**config.mk**
```make
export PLATFORM = sky130hd
export DESIGN_NAME = uart_cmd_rx
export DESIGN_NICKNAME = d
export VERILOG_FILES = /design/src/rtl/uart_cmd_pkg.sv /design/src/rtl/uart_rx_byte.sv /design/src/rtl/uart_cmd_rx.sv
export SDC_FILE = /design/constraint.sdc
export NUM_CORES = 1
export LEC_CHECK = 0
export ABC_AREA = 0
export CAP_MARGIN = 20
export CORE_MARGIN = 2
export CORE_UTILIZATION = 51
export CTS_CLUSTER_SIZE = 14
export DETAILED_ROUTE_END_ITERATION = 10
export GPL_ROUTABILITY_DRIVEN = 0
export PLACE_DENSITY = 0.72
export SYNTH_ARGS = -nofsm -noshare
export SYNTH_HDL_FRONTEND = slang
export SYNTH_SLANG_ARGS = --single-unit
```
**constraint.sdc**
```tcl
create_clock -name clk1 -period 2 [get_ports clk1]
set_clock_uncertainty 0.2 [all_clocks]
set_input_delay 0.4 -clock clk1 [delete_from_list [all_inputs] [get_ports clk1]]
set_output_delay 0.4 -clock clk1 [all_outputs]
set_load 0.02 [all_outputs]
```
**src/rtl/uart_cmd_pkg.sv**
```systemverilog
// Shared constants and state encodings for the UART command receiver.
package uart_cmd_pkg;

  localparam logic [7:0] SYNC_BYTE  = 8'hA5;
  localparam logic [7:0] CMD_FREQ   = 8'h01;
  localparam logic [7:0] CMD_AMP    = 8'h02;
  localparam logic [7:0] FREQ_RESET = 8'h01;
  localparam logic [7:0] AMP_RESET  = 8'hFF;

  typedef enum logic [1:0] {
    IDLE  = 2'd0,
    START = 2'd1,
    DATA  = 2'd2,
    STOP  = 2'd3
  } rx_state_e;

  typedef enum logic [1:0] {
    WAIT_SYNC = 2'd0,
    WAIT_CMD  = 2'd1,
    WAIT_DATA = 2'd2
  } parse_state_e;

  // True for the command codes that carry a data byte.
  function automatic logic is_known_cmd(input logic [7:0] b);
    return (b == CMD_FREQ) || (b == CMD_AMP);
  endfunction

endpackage

```
**src/rtl/uart_rx_byte.sv**
```systemverilog
// 8N1 byte receiver: synchronizes the raw line and samples each bit mid-period.
module uart_rx_byte
  import uart_cmd_pkg::*;
#(
  parameter int CLKS_PER_BIT = 87
) (
  input  logic       clk1,
  input  logic       rst,
  input  logic       rxd,
  output logic       byte_done,
  output logic [7:0] rx_data,
  output logic       frame_err,
  output logic       busy
);

  localparam int CNT_W = (CLKS_PER_BIT > 2) ? $clog2(CLKS_PER_BIT) : 1;
  localparam logic [CNT_W-1:0] HALF_LAST = CNT_W'(CLKS_PER_BIT / 2 - 1);
  localparam logic [CNT_W-1:0] BIT_LAST  = CNT_W'(CLKS_PER_BIT - 1);

  logic             sync1_r;
  logic             sync2_r;
  rx_state_e        state_r;
  logic [CNT_W-1:0] cnt_r;
  logic [2:0]       bit_idx_r;
  logic [7:0]       shift_r;
  logic             byte_done_r;
  logic             frame_err_r;
  logic             busy_r;

  // Two-flop synchronizer; flops idle high so reset never looks like a start bit.
  always_ff @(posedge clk1) begin
    if (rst) begin
      sync1_r <= 1'b1;
      sync2_r <= 1'b1;
    end else begin
      sync1_r <= rxd;
      sync2_r <= sync1_r;
    end
  end

  // Bit-timing state machine: start check at half a bit, then one sample per bit period.
  always_ff @(posedge clk1) begin
    if (rst) begin
      state_r     <= IDLE;
      cnt_r       <= '0;
      bit_idx_r   <= 3'd0;
      shift_r     <= 8'h00;
      byte_done_r <= 1'b0;
      frame_err_r <= 1'b0;
      busy_r      <= 1'b0;
    end else begin
      byte_done_r <= 1'b0;
      frame_err_r <= 1'b0;
      case (state_r)
        IDLE: begin
          if (!sync2_r) begin
            state_r   <= START;
            cnt_r     <= '0;
            bit_idx_r <= 3'd0;
            busy_r    <= 1'b1;
          end
        end
        START: begin
          if (cnt_r == HALF_LAST) begin
            cnt_r <= '0;
            if (!sync2_r) begin
              state_r <= DATA;
            end else begin
              // Line went back high: treat as a glitch, not a byte.
              state_r <= IDLE;
              busy_r  <= 1'b0;
            end
          end else begin
            cnt_r <= cnt_r + CNT_W'(1);
          end
        end
        DATA: begin
          if (cnt_r == BIT_LAST) begin
            cnt_r   <= '0;
            shift_r <= {sync2_r, shift_r[7:1]};
            if (bit_idx_r == 3'd7) begin
              state_r <= STOP;
            end else begin
              bit_idx_r <= bit_idx_r + 3'd1;
            end
          end else begin
            cnt_r <= cnt_r + CNT_W'(1);
          end
        end
        STOP: begin
          if (cnt_r == BIT_LAST) begin
            cnt_r   <= '0;
            state_r <= IDLE;
            busy_r  <= 1'b0;
            if (sync2_r) begin
              byte_done_r <= 1'b1;
            end else begin
              frame_err_r <= 1'b1;
            end
          end else begin
            cnt_r <= cnt_r + CNT_W'(1);
          end
        end
        default: begin
          state_r <= IDLE;
          cnt_r   <= '0;
          busy_r  <= 1'b0;
        end
      endcase
    end
  end

  assign byte_done = byte_done_r;
  assign rx_data   = shift_r;
  assign frame_err = frame_err_r;
  assign busy      = busy_r;

endmodule

```
**src/rtl/uart_cmd_rx.sv**
```systemverilog
// UART command receiver: parses A5/CMD/DATA packets into freq_step and amplitude.
module uart_cmd_rx
  import uart_cmd_pkg::*;
#(
  parameter int CLKS_PER_BIT = 87,
  parameter int TIMEOUT_BITS = 32
) (
  input  logic       clk1,
  input  logic       rst,
  input  logic       uart_rxd,
  output logic [7:0] freq_step,
  output logic [7:0] amplitude,
  output logic       cmd_valid,
  output logic       frame_err,
  output logic       cmd_err,
  output logic       rx_busy
);

  localparam int TO_LIMIT = TIMEOUT_BITS * CLKS_PER_BIT;
  localparam int TO_W     = $clog2(TO_LIMIT + 1);
  localparam logic [TO_W-1:0] TO_LAST = TO_W'(TO_LIMIT - 1);
  localparam logic [TO_W-1:0] TO_MAX  = TO_W'(TO_LIMIT);

  logic         byte_done_s;
  logic [7:0]   rx_data_s;
  logic         frame_err_s;
  logic         busy_s;
  logic         timeout_s;

  parse_state_e pstate_r;
  logic [7:0]   cmd_r;
  logic [7:0]   freq_r;
  logic [7:0]   amp_r;
  logic         cmd_valid_r;
  logic         cmd_err_r;
  logic [TO_W-1:0] to_cnt_r;

  uart_rx_byte #(
    .CLKS_PER_BIT(CLKS_PER_BIT)
  ) u_rx (
    .clk1      (clk1),
    .rst       (rst),
    .rxd       (uart_rxd),
    .byte_done (byte_done_s),
    .rx_data   (rx_data_s),
    .frame_err (frame_err_s),
    .busy      (busy_s)
  );

  // Inter-byte gap expires on the last cycle of the allowed window.
  always_comb begin
    timeout_s = 1'b0;
    if (to_cnt_r == TO_LAST) begin
      timeout_s = 1'b1;
    end else begin
      timeout_s = 1'b0;
    end
  end

  // Gap counter: cleared by each byte and while idle, saturates instead of wrapping.
  always_ff @(posedge clk1) begin
    if (rst) begin
      to_cnt_r <= '0;
    end else if (byte_done_s || (pstate_r == WAIT_SYNC)) begin
      to_cnt_r <= '0;
    end else if (to_cnt_r != TO_MAX) begin
      to_cnt_r <= to_cnt_r + TO_W'(1);
    end else begin
      to_cnt_r <= to_cnt_r;
    end
  end

  // Packet parser with registered output updates and one-cycle event pulses.
  always_ff @(posedge clk1) begin
    if (rst) begin
      pstate_r    <= WAIT_SYNC;
      cmd_r       <= CMD_FREQ;
      freq_r      <= FREQ_RESET;
      amp_r       <= AMP_RESET;
      cmd_valid_r <= 1'b0;
      cmd_err_r   <= 1'b0;
    end else begin
      cmd_valid_r <= 1'b0;
      cmd_err_r   <= 1'b0;
      case (pstate_r)
        WAIT_SYNC: begin
          if (byte_done_s && (rx_data_s == SYNC_BYTE)) begin
            pstate_r <= WAIT_CMD;
          end
        end
        WAIT_CMD: begin
          if (byte_done_s) begin
            if (rx_data_s == SYNC_BYTE) begin
              // Repeated sync: stay put so the next byte is taken as the command.
              pstate_r <= WAIT_CMD;
            end else if (is_known_cmd(rx_data_s)) begin
              cmd_r    <= rx_data_s;
              pstate_r <= WAIT_DATA;
            end else begin
              cmd_err_r <= 1'b1;
              pstate_r  <= WAIT_SYNC;
            end
          end else if (frame_err_s || timeout_s) begin
            pstate_r <= WAIT_SYNC;
          end
        end
        WAIT_DATA: begin
          if (byte_done_s) begin
            case (cmd_r)
              CMD_FREQ: begin
                freq_r      <= rx_data_s;
                cmd_valid_r <= 1'b1;
              end
              CMD_AMP: begin
                amp_r       <= rx_data_s;
                cmd_valid_r <= 1'b1;
              end
              default: begin
                cmd_valid_r <= 1'b0;
              end
            endcase
            pstate_r <= WAIT_SYNC;
          end else if (frame_err_s || timeout_s) begin
            pstate_r <= WAIT_SYNC;
          end
        end
        default: begin
          pstate_r <= WAIT_SYNC;
        end
      endcase
    end
  end

  assign freq_step = freq_r;
  assign amplitude = amp_r;
  assign cmd_valid = cmd_valid_r;
  assign cmd_err   = cmd_err_r;
  assign frame_err = frame_err_s;
  assign rx_busy   = busy_s;

endmodule

```
==> out/qor.log, run 1 <==
qor: hold_path.min_from u_rx.sync1_r
qor: die.placeableCoreArea 5410 µm²
qor: route.drt-vias-per-instance 5.35
qor: cells_and_area.most-common-layout-cells 65 x sky130_fd_sc_hd__dfxtp_1, 46 x sky130_fd_sc_hd__nor2_1, 22 x sky130_fd_sc_hd__clkdlybuf4s50_1
qor: hold_path.min_delay_path_depth 1
qor: route.route.detailed.drc 0
qor: pwr.power.switching 558 µW
qor: cells_and_area.final_nets 344
qor: setup_path.worst_path_max_delay_cell sky130_fd_sc_hd__clkdlybuf4s50_1
qor: cts.clk_root_buffer_cell sky130_fd_sc_hd__clkbuf_8
qor: timing.total_count_of_max_transition_violations_in_the_final_report 0
qor: die.num_rows 27
qor: setup_path.critPathMaxStageDelay 0.62 ns
qor: synth.postSynthAreaPerCell 9.32 µm²
qor: die.io_pins 23
qor: timing.period_needed 1.94 ns
qor: timing.report.final.hold_viol_count 0
qor: timing.clock.fmax 0.517 GHz
qor: cts.clock_tree.buffer_depth 2
qor: setup_path.reg2reg_path_depth 6
qor: grt.initial_antenna_violation_count 0
qor: cells_and_area.final_common_cell sky130_fd_sc_hd__dfxtp_1
qor: route.drt_first_iter_violations 139
qor: synth.synth_largest_area_cell sky130_fd_sc_hd__dfxtp_1
qor: synth.synth_edf_count 0
qor: setup_path.worstPathBufferInverterCount 1
qor: cts.clkSinkCount 65
qor: setup_path.cp_max_fo 2
qor: setup_path.worst_ep_arrival_time 1.34 ns
qor: synth.synth-warning-count 0
qor: die.initial_core_util 51.9%
qor: hold_path.hold_path_class reg -> reg
qor: synth.synth_seq_cells 65
qor: grt.first_global_vias 2,076
qor: place.numPortBuffers 22
qor: cells_and_area.drive_above_1_share 11.8%
qor: synth.syn_nets 310
qor: synth.synth_cell_type_count 51
qor: pwr.power.share.combinational 2.3%
qor: setup_path.dominant_delay_contributor_by_cell_family_on_the_critical_path buffers and inverters
qor: pwr.p_int 2190 µW
qor: synth.synth_top_area_share 46.4%
qor: synth.netlist_area 2810 µm²
qor: cells_and_area.antenna_cells 0
qor: route.dr_total_vias 2,206
qor: synth.synthesis.instances 301
qor: pwr.cellLeakagePower 0.00124 µW
qor: setup_path.critPathKind reg -> out
qor: cts.tritoncts done
qor: setup_path.setup.worst_path.end_class output port
qor: cells_and_area.sequential_cell_area 1300 µm²
qor: cells_and_area.area.growth.synth_to_final 22.1%
qor: route.route.detailed.wl_per_inst 13.5 µm
qor: synth.synth_top_cells_by_area sky130_fd_sc_hd__dfxtp_1 46%, sky130_fd_sc_hd__nor2_1 6.2%, sky130_fd_sc_hd__mux2i_1 6.1%
qor: cells_and_area.final.fill_count 454
qor: route.postRouteAntennaNets 0
qor: timing.final_clock_period_utilization_by_the_worst_path 96.8%
qor: die.dieHeight 78.2 µm
qor: synth.ys_async_sr_fraction 0%
qor: pwr.clock_share_of_power 50.2%
qor: grt.grt_start_max_net_pins 29
qor: setup_path.crit-reg2reg-launch u_rx.cnt_r[0]
qor: timing.finalSetupViolCount 0
qor: grt.globalRouteOverflowTotal 0
qor: timing.worst_slew_margin_rel 68.5%
qor: cts.post_cts_buffers 0
qor: pwr.areal_power_density_over_the_cells 803 nW/µm²
qor: synth.synth_sequential_area_ratio 46.4%
qor: setup_path.critical_path_startpoint_category flop
qor: route.postRouteWirelength 5560 µm
qor: die.die_area 6110 µm²
qor: cts.cts_resized 0
qor: cells_and_area.fin_util 63.4%
qor: cts.number_of_buffers_added_by_the_clock_tree_synthesis_step 9
qor: die.die_width 78.2 µm
qor: setup_path.worst-endpoint-required 1.40 ns
qor: hold_path.endpoint_of_the_worst_hold_timing_path u_rx.sync2_r
qor: place.hpwl 3580 µm
qor: place.pre_cts_ws 0.149 ns
qor: timing.layout_setup_ws 0.0649 ns
qor: pwr.power_frac_seq 47.5%
qor: cts.clkLatencyLatePin 0.34 ns
qor: pwr.switching_share 20.3%
qor: flow_run.drv_cap 0
qor: outcome.status finished, final reports clean
qor: route.drt-pass1-iter-count 4
qor: pwr.peakVddDrop 0.461 mV
qor: cts.clkSlewWorstSetupHoldPaths 0.07 ns
qor: cts.htree_num_levels 3
qor: cts.cts.hold.buffers_added 0
qor: timing.timing_worst_slew_pin_value 0.469 ns
qor: grt.gr-usage-all-layers 19.7%
qor: timing.totalNegativeSetupSlack 0 ns
qor: setup_path.timing.critical_path.cells clkdlybuf4s50_1
qor: setup_path.setup.reg_to_reg.worst_slack 0.12 ns
qor: grt.grt_first_pass_wirelength 9470 µm
qor: timing.grt_setup_unrepaired no
qor: synth.yosys_most_used_dff sky130_fd_sc_hd__dfxtp_1
qor: cells_and_area.multiInputGateArea 1390 µm²
kinds of logic after synthesis:
group | after synthesis | synth area share [%]
and+or+nand+nor | 132 | 26.1
DFF | 65 | 46.4
AOI/OAI and AO/OA | 39 | 9.50
buffers and inverters | 26 | 4.19
muxes | 18 | 6.47
xor gates and xnor gates | 15 | 4.68
adders and majority gates | 6 | 2.68
synthesized netlist by cell type, types with 3 or more instances:
library cell and count:
sky130_fd_sc_hd__a211o_1 10, sky130_fd_sc_hd__a21oi_1 10, sky130_fd_sc_hd__and2_1 6, sky130_fd_sc_hd__buf_2 3, sky130_fd_sc_hd__clkbuf_1 5, sky130_fd_sc_hd__dfxtp_1 65, sky130_fd_sc_hd__ha_1 6, sky130_fd_sc_hd__inv_1 13
sky130_fd_sc_hd__mux2i_1 17, sky130_fd_sc_hd__nand2_1 13, sky130_fd_sc_hd__nand2b_1 5, sky130_fd_sc_hd__nand3_1 15, sky130_fd_sc_hd__nand4_1 6, sky130_fd_sc_hd__nor2_1 46, sky130_fd_sc_hd__nor2b_1 6, sky130_fd_sc_hd__nor3_1 8
sky130_fd_sc_hd__nor4_1 7, sky130_fd_sc_hd__o21ai_0 5, sky130_fd_sc_hd__xnor2_1 8, sky130_fd_sc_hd__xor2_1 7
worst max-delay path by stage:
stage / cells past startpoint / endpoint / startpoint / slack (ns)
after floorplan: 6 / flop / u_rx.cnt_r[0] / 0.16
after global placement: 6 / flop / u_rx.cnt_r[0] / 0.18
after detailed placement: 6 / flop / u_rx.cnt_r[0] / 0.15
after CTS: 1 / rx_busy / u_rx.busy / 0.05
after global routing: 6 / flop / u_rx.cnt_r[0] / 0.01
final: 1 / frame_err / u_rx.frame_err / 0.06
cell type report:
cell class | count | area share (%)
flip-flops and latches | 65 | 38.0
repair buffers | 35 | 10.0
well taps | 72 | 2.63
clock buffers | 10 | 4.02
multi-input cells | 210 | 40.5
inverters | 14 | 1.53
clock inverters | 6 | 3.32
flip-flops by register name, summed over array words and instances, names as in the netlist, 2 cells and up, named ones only:
register,cells
pstate_r,2
u_rx.cnt_r,7
freq_step,8
to_cnt_r,12
cmd_r,8
u_rx.bit_idx_r,3
u_rx.rx_data,8
amplitude,8
power groups by stage:
stage / Clock [µW] / Combinational (µW) / Sequential (µW)
2_1_floorplan: 0 / 36.3 / 1330
3_3_place_gp: 0 / 61.4 / 1340
3_5_place_dp: 0 / 61.7 / 1340
4_1_cts: 1410 / 62.0 / 1310
5_1_grt: 1460 / 66.6 / 1310
6_report: 1380 / 62.0 / 1310
per-stage QoR:
stage | instance area (µm²) | hold slack [ns] | std cells | power (µW)
floorplan | 2810 | 0.189 | 301 | 1370
global placement | 3170 | 0.194 | 396 | 1400
detailed placement | 3170 | 0.195 | 396 | 1400
CTS | 3420 | 0.207 | 412 | 2780
global route | 3420 | 0.212 | 412 | 2830
finish | 3420 | 0.203 | 412 | 2750
routing by layer:
layer / routed length [µm] / global-route usage (%) / part of all wire, % / vias up
li1: - / - / - / 1121
met1: 2650 / 25.1 / 48 / 1027
met2: 2580 / 30.8 / 46 / 46
met3: 235 / 5.52 / 4.2 / 12
met4: 88 / 9.47 / 1.6 / 0
met5: 0 / 0 / 0 / -
worst reg2reg max path: stages (launching register included):
cell	delay [ns]
sky130_fd_sc_hd__dfxtp_1	0.35
sky130_fd_sc_hd__inv_1	0.07
sky130_fd_sc_hd__ha_1	0.18
sky130_fd_sc_hd__nand2_1	0.08
sky130_fd_sc_hd__or3_1	0.37
sky130_fd_sc_hd__a21boi_2	0.18
sky130_fd_sc_hd__mux2_1	0.33
No activity file was read; power rests on OpenSTA's default activity.
==> run 2: changes to the inputs <==
--- a/config.mk
+++ b/config.mk
@@ -12,7 +12,7 @@
 export CTS_CLUSTER_SIZE = 14
 export DETAILED_ROUTE_END_ITERATION = 10
 export GPL_ROUTABILITY_DRIVEN = 0
-export PLACE_DENSITY = 0.72
+export PLACE_DENSITY = 0.85
 export SYNTH_ARGS = -nofsm -noshare
 export SYNTH_HDL_FRONTEND = slang
 export SYNTH_SLANG_ARGS = --single-unit
==> out/qor.log, run 2 (same netlist as run 1, synthesis figures left out) <==
qor: outcome.status finished, final reports clean [unchanged]
qor: cells_and_area.fin_util 61.5% [was 63.4%]
qor: setup_path.timing.critical_path.cells clkdlybuf4s50_1 [unchanged]
qor: timing.timing_worst_slew_pin_value 0.501 ns [was 0.469 ns]
qor: pwr.peakVddDrop 0.638 mV [was 0.461 mV]
qor: timing.worst_slew_margin_rel 66.4% [was 68.5%]
qor: cells_and_area.final_nets 339 [was 344]
qor: cts.clock_tree.buffer_depth 2 [unchanged]
qor: cts.cts.hold.buffers_added 0 [unchanged]
qor: setup_path.critical_path_startpoint_category flop [unchanged]
qor: grt.gr-usage-all-layers 19.1% [was 19.7%]
qor: route.drt-vias-per-instance 5.50 [was 5.35]
qor: pwr.areal_power_density_over_the_cells 740 nW/µm² [was 803 nW/µm²]
qor: setup_path.worst-path-stages 1 [unchanged]
qor: die.dieHeight 78.2 µm [unchanged]
qor: setup_path.setup.worst_path.end_class output port [unchanged]
qor: setup_path.cp_max_fo 2 [unchanged]
qor: setup_path.dominant_delay_contributor_by_cell_family_on_the_critical_path buffers and inverters [unchanged]
qor: cts.clkSlewWorstSetupHoldPaths 0.07 ns [about the same]
qor: timing.final_clock_period_utilization_by_the_worst_path 97.1% [was 96.8%]
qor: cells_and_area.multiInputGateArea 1390 µm² [about the same]
qor: cells_and_area.drive_above_1_share 10.4% [was 11.8%]
qor: place.numPortBuffers 22 [unchanged]
qor: timing.report.final.hold_viol_count 0 [unchanged]
qor: grt.grt_first_pass_wirelength 9290 µm [was 9470 µm]
qor: timing.grt_setup_unrepaired no [unchanged]
qor: grt.globalRouteOverflowTotal 0 [unchanged]
qor: grt.grt.met2_usage 31.4% [was 30.8%]
qor: timing.layout_setup_ws 0.0587 ns [was 0.0649 ns]
qor: pwr.total_power 2460 µW [was 2750 µW]
qor: cells_and_area.antenna_cells 0 [unchanged]
qor: route.route.detailed.wl_per_inst 13.6 µm [was 13.5 µm]
qor: timing.total_count_of_max_transition_violations_in_the_final_report 0 [unchanged]
qor: flow_run.drv_cap 0 [unchanged]
qor: cts.clkSinkCount 65 [unchanged]
qor: hold_path.hold_path_class reg -> reg [unchanged]
qor: grt.grt_start_max_net_pins 43 [was 29]
qor: setup_path.worst-endpoint-required 1.40 ns [about the same]
qor: die.num_rows 27 [unchanged]
qor: die.io_pins 23 [unchanged]
qor: timing.finalSetupViolCount 0 [unchanged]
qor: cts.number_of_buffers_added_by_the_clock_tree_synthesis_step 9 [unchanged]
qor: cells_and_area.sequential_cell_area 1300 µm² [unchanged]
qor: route.dr_total_vias 2,240 [was 2,206]
qor: setup_path.worst_ep_arrival_time 1.34 ns [about the same]
qor: cells_and_area.final.fill_count 475 [was 454]
qor: grt.grt.met3_usage 6.09% [was 5.52%]
qor: grt.first_global_vias 2,077 [was 2,076]
qor: die.placeableCoreArea 5410 µm² [unchanged]
qor: route.route.detailed.drc 0 [unchanged]
qor: timing.totalNegativeSetupSlack 0 ns [unchanged]
qor: cells_and_area.final_common_cell sky130_fd_sc_hd__dfxtp_1 [unchanged]
qor: die.die_area 6110 µm² [unchanged]
qor: grt.initial_antenna_violation_count 0 [unchanged]
qor: place.pre_cts_ws 0.113 ns [was 0.149 ns]
qor: route.postRouteAntennaNets 0 [unchanged]
qor: cts.clkLatencyLatePin 0.34 ns [about the same]
qor: cells_and_area.top_register to_cnt_r [unchanged]
qor: grt.grt_util_met1 23.2% [was 25.1%]
qor: place.hpwl 3770 µm [was 3580 µm]
qor: setup_path.critPathMaxStageDelay 0.62 ns [about the same]
qor: pwr.cellLeakagePower 0.00119 µW [was 0.00124 µW]
qor: cts.clk_root_buffer_cell sky130_fd_sc_hd__clkbuf_8 [unchanged]
qor: grt.grt_busiest_layer met2 [unchanged]
qor: cts.tritoncts done [unchanged]
qor: route.drt-pass1-iter-count 4 [unchanged]
qor: die.die_width 78.2 µm [unchanged]
qor: setup_path.worstPathBufferInverterCount 1 [unchanged]
qor: setup_path.reg2reg_path_depth 6 [unchanged]
qor: timing.period_needed 1.94 ns [about the same]
qor: cts.htree_num_levels 3 [unchanged]
qor: timing.clock.fmax 0.515 GHz [was 0.517 GHz]
qor: cts.post_cts_buffers 0 [unchanged]
qor: route.postRouteWirelength 5540 µm [was 5560 µm]
qor: setup_path.worst_path_max_delay_cell sky130_fd_sc_hd__clkdlybuf4s50_1 [unchanged]
qor: die.initial_core_util 51.9% [unchanged]
qor: cells_and_area.most-common-layout-cells 65 x sky130_fd_sc_hd__dfxtp_1, 46 x sky130_fd_sc_hd__nor2_1, 22 x sky130_fd_sc_hd__clkdlybuf4s50_1 [unchanged]
qor: cts.cts_resized 0 [unchanged]
qor: cells_and_area.area.growth.synth_to_final 18.6% [was 22.1%]
qor: route.drt_first_iter_violations 210 [was 139]
qor: hold_path.min_delay_path_depth 1 [unchanged]
qor: cells_and_area.largest_register_ffs 12 [unchanged]
qor: setup_path.critPathKind reg -> out [unchanged]
[run 2: layer usage]
metal,up-vias,part of all wire [%]
li1,1113,-
met1,1060,46
met2,56,47
met3,11,5.0
met4,0,1.8
met5,-,0
[run 2: cell type report]
| cell class | count | area share (%) |
|---|---|---|
| clock buffer | 11 | 4.25 |
| clock inverter | 5 | 1.66 |
| inverter | 14 | 1.58 |
| multi-input combinational | 210 | 41.9 |
| sequential | 65 | 39.1 |
| tap | 72 | 2.71 |
| timing repair buffer | 30 | 8.80 |
[run 2: metrics by stage]
stage	hold slack, ns	instances	instance area (µm²)
floorplan	0.189	301	2810
global placement	0.198	391	3120
detailed placement	0.203	391	3120
CTS	0.218	407	3320
global route	0.227	407	3330
finish	0.220	407	3330
[run 2: report_power, final]
group	internal, µW	switching (µW)
Clock	605	490
Sequential	1300	7.64
Combinational	25.0	32.2
[run 2: final timing paths]
path	endpoint	start	slack [ns]
worst max-delay path	frame_err	u_rx.frame_err	0.06
worst min-delay path	u_rx.sync2_r	u_rx.sync1_r	0.22
worst max register to register	flop	u_rx.cnt_r[0]	0.09
worst min register to register	u_rx.sync2_r	u_rx.sync1_r	0.22
==> run 3: changes to the inputs <==
--- a/config.mk
+++ b/config.mk
@@ -8,11 +8,11 @@
 export ABC_AREA = 0
 export CAP_MARGIN = 20
 export CORE_MARGIN = 2
-export CORE_UTILIZATION = 51
+export CORE_UTILIZATION = 50
 export CTS_CLUSTER_SIZE = 14
 export DETAILED_ROUTE_END_ITERATION = 10
 export GPL_ROUTABILITY_DRIVEN = 0
-export PLACE_DENSITY = 0.85
+export PLACE_DENSITY = 0.84
 export SYNTH_ARGS = -nofsm -noshare
 export SYNTH_HDL_FRONTEND = slang
 export SYNTH_SLANG_ARGS = --single-unit
==> out/qor.log, run 3 (same netlist as run 1, synthesis figures left out) <==
qor: cells_and_area.drive_above_1_share 11.3% [was 10.4%]
qor: pwr.power_frac_seq 51.6% [was 53.2%]
qor: grt.gr-usage-all-layers 18.7% [was 19.1%]
qor: timing.timing_worst_slew_pin_value 0.459 ns [was 0.501 ns]
qor: timing.final_clock_period_utilization_by_the_worst_path 96.7% [was 97.1%]
qor: setup_path.setup.worst_path.end_class flop [was output port]
qor: timing.total_count_of_max_transition_violations_in_the_final_report 0 [unchanged]
qor: pwr.p_int 1970 µW [was 1930 µW]
qor: place.dpl_cell_area 3130 µm² [was 3120 µm²]
qor: cells_and_area.fin_util 61.5% [about the same]
qor: cts.clkSinkCount 65 [unchanged]
qor: cts.clkLatencyLatePin 0.34 ns [about the same]
qor: place.numPortBuffers 22 [unchanged]
qor: place.hpwl 3680 µm [was 3770 µm]
qor: cells_and_area.largest_register_ffs 12 [unchanged]
qor: pwr.areal_power_density_over_the_cells 752 nW/µm² [was 740 nW/µm²]
qor: die.die_area 6230 µm² [was 6110 µm²]
qor: pwr.power.share.combinational 2.3% [about the same]
qor: die.initial_core_util 51.3% [was 51.9%]
qor: grt.initial_antenna_violation_count 0 [unchanged]
qor: timing.report.final.hold_viol_count 0 [unchanged]
qor: timing.period_needed 1.93 ns [was 1.94 ns]
qor: setup_path.worst_path_max_delay_cell sky130_fd_sc_hd__dfxtp_1 [was sky130_fd_sc_hd__clkdlybuf4s50_1]
qor: setup_path.critPathMaxStageDelay 0.45 ns [was 0.62 ns]
qor: cells_and_area.top_register to_cnt_r [unchanged]
qor: grt.grt_start_max_net_pins 32 [was 43]
qor: route.route.detailed.drc 0 [unchanged]
qor: route.postRouteWirelength 5460 µm [was 5540 µm]
qor: cells_and_area.most-common-layout-cells 65 x sky130_fd_sc_hd__dfxtp_1, 46 x sky130_fd_sc_hd__nor2_1, 22 x sky130_fd_sc_hd__clkdlybuf4s50_1 [unchanged]
qor: cells_and_area.area.growth.synth_to_final 19.9% [was 18.6%]
qor: grt.globalRouteOverflowTotal 0 [unchanged]
qor: cts.clock_tree.buffer_depth 2 [unchanged]
qor: route.route.detailed.wl_per_inst 13.3 µm [was 13.6 µm]
qor: route.postRouteAntennaNets 0 [unchanged]
qor: setup_path.setup.reg_to_reg.worst_slack 0.07 ns [was 0.09 ns]
qor: pwr.power.switching 557 µW [was 530 µW]
qor: cts.htree_num_levels 3 [unchanged]
qor: timing.finalSetupViolCount 0 [unchanged]
qor: cells_and_area.antenna_cells 0 [unchanged]
qor: cells_and_area.final_area 3360 µm² [was 3330 µm²]
qor: cts.tritoncts done [unchanged]
qor: place.pre_cts_ws 0.0631 ns [was 0.113 ns]
qor: pwr.switching_share 22.0% [was 21.5%]
qor: timing.layout_setup_ws 0.0665 ns [was 0.0587 ns]
qor: outcome.status finished, final reports clean [unchanged]
qor: setup_path.worst_ep_arrival_time 1.96 ns [was 1.34 ns]
qor: cells_and_area.final.fill_count 436 [was 475]
qor: setup_path.timing.critical_path.cells ha_4 > nand2_1 > or3_1 > a21boi_2 > mux2_1 [was clkdlybuf4s50_1]
qor: die.dieHeight 78.9 µm [was 78.2 µm]
qor: setup_path.worstPathBufferInverterCount 0 [was 1]
qor: setup_path.critPathKind reg -> reg [was reg -> out]
qor: setup_path.critical_path_startpoint_category flop [unchanged]
qor: setup_path.cp_max_fo 6 [was 2]
qor: cells_and_area.final_nets 341 [was 339]
qor: cells_and_area.final_common_cell sky130_fd_sc_hd__dfxtp_1 [unchanged]
qor: timing.clock.fmax 0.517 GHz [was 0.515 GHz]
qor: die.placeableCoreArea 5470 µm² [was 5410 µm²]
qor: pwr.cellLeakagePower 0.00120 µW [was 0.00119 µW]
qor: pwr.peakVddDrop 0.620 mV [was 0.638 mV]
qor: die.num_rows 27 [unchanged]
qor: grt.first_global_vias 2,061 [was 2,077]
qor: route.dr_total_vias 2,201 [was 2,240]
qor: grt.grt_first_pass_wirelength 9140 µm [was 9290 µm]
qor: timing.worst_slew_margin_rel 69.2% [was 66.4%]
qor: route.drt_first_iter_violations 107 [was 210]
qor: cts.clkSlewWorstSetupHoldPaths 0.07 ns [about the same]
qor: route.drt-pass1-iter-count 5 [was 4]
qor: flow_run.drv_cap 0 [unchanged]
qor: cts.clk_root_buffer_cell sky130_fd_sc_hd__clkbuf_8 [unchanged]
qor: hold_path.hold_path_class reg -> reg [unchanged]
qor: die.die_width 78.9 µm [was 78.2 µm]
qor: cts.cts.hold.buffers_added 0 [unchanged]
qor: setup_path.dominant_delay_contributor_by_cell_family_on_the_critical_path flip-flops [was buffers and inverters]
qor: route.drt-vias-per-instance 5.38 [was 5.50]
qor: setup_path.worst-endpoint-required 2.03 ns [was 1.40 ns]
qor: cts.number_of_buffers_added_by_the_clock_tree_synthesis_step 9 [unchanged]
qor: pwr.clock_share_of_power 46.0% [was 44.5%]
qor: timing.hold-worst-slack 0.212 ns [was 0.220 ns]
qor: die.io_pins 23 [unchanged]
qor: pwr.total_power 2530 µW [was 2460 µW]
-- run 3: changes by cell type in the layout (fill, tap and decap cells not counted) --
cell / previous run / this run
sky130_fd_sc_hd__inv_6: 0 / 1
sky130_fd_sc_hd__ha_4: 0 / 1
sky130_fd_sc_hd__clkinv_4: 0 / 1
sky130_fd_sc_hd__buf_4: 7 / 9
sky130_fd_sc_hd__clkbuf_8: 10 / 11
sky130_fd_sc_hd__clkbuf_1: 1 / 0
sky130_fd_sc_hd__clkinv_2: 2 / 0
sky130_fd_sc_hd__ha_1: 6 / 5
sky130_fd_sc_hd__a31oi_1: 1 / 2
sky130_fd_sc_hd__a31oi_2: 1 / 0
-- run 3: layout make-up --
cell class	instances	area [µm²]	share of cell area [%]
Clock buffer	11	151	4.50
Clock inverter	5	62.6	1.86
Inverter	14	52.6	1.56
Multi-Input combinational cell	210	1400	41.6
Sequential cell	65	1300	38.7
Tap cell	72	90.1	2.68
Timing Repair Buffer	32	308	9.15
-- run 3: power groups by stage --
stage	sequential (µW)	clock, µW	combinational (µW)
finish	1310	1170	58.9
global route	1310	1240	64.7
detailed placement	1340	0	57.0
floorplan	1330	0	36.3
global placement	1340	0	56.1
CTS	1310	1180	57.3
-- run 3: worst paths after layout --
kind / startpoint / end / cells past startpoint
setup / recovery: u_rx.cnt_r[1] / flop / 5
hold / removal: u_rx.sync1_r / u_rx.sync2_r / 1
setup reg to reg: u_rx.cnt_r[1] / flop / 5
hold reg to reg: u_rx.sync1_r / u_rx.sync2_r / 1
-- run 3: metal layers --
layer / up-vias / GRT usage [%] / share of wire [%]
li1: 1109 / - / -
met1: 1037 / 22.8 / 46
met2: 43 / 30.0 / 48
met3: 12 / 5.34 / 4.4
met4: 0 / 10.0 / 2.1
met5: - / 0 / 0
-- run 3: stage by stage --
step / TNS, ns / instances
after floorplan: 0 / 301
after global placement: 0 / 392
after detailed placement: 0 / 392
after CTS: 0 / 408
after global routing: -0.0190 / 409
final: 0 / 409
-- run 3: timing repair --
action / in CTS / in global routing
buffers inserted: 0 / 1
setup endpoints to repair: 0 / 1
resized for setup: 0 / 2
-- run 3: worst reg2reg max path: cells and delay by family (launching register included) --
kind,cells,cell delay [ns]
mux,1,0.33
simple gates,2,0.44
flops,1,0.45
compound gates,1,0.20
fa+ha+maj,1,0.20
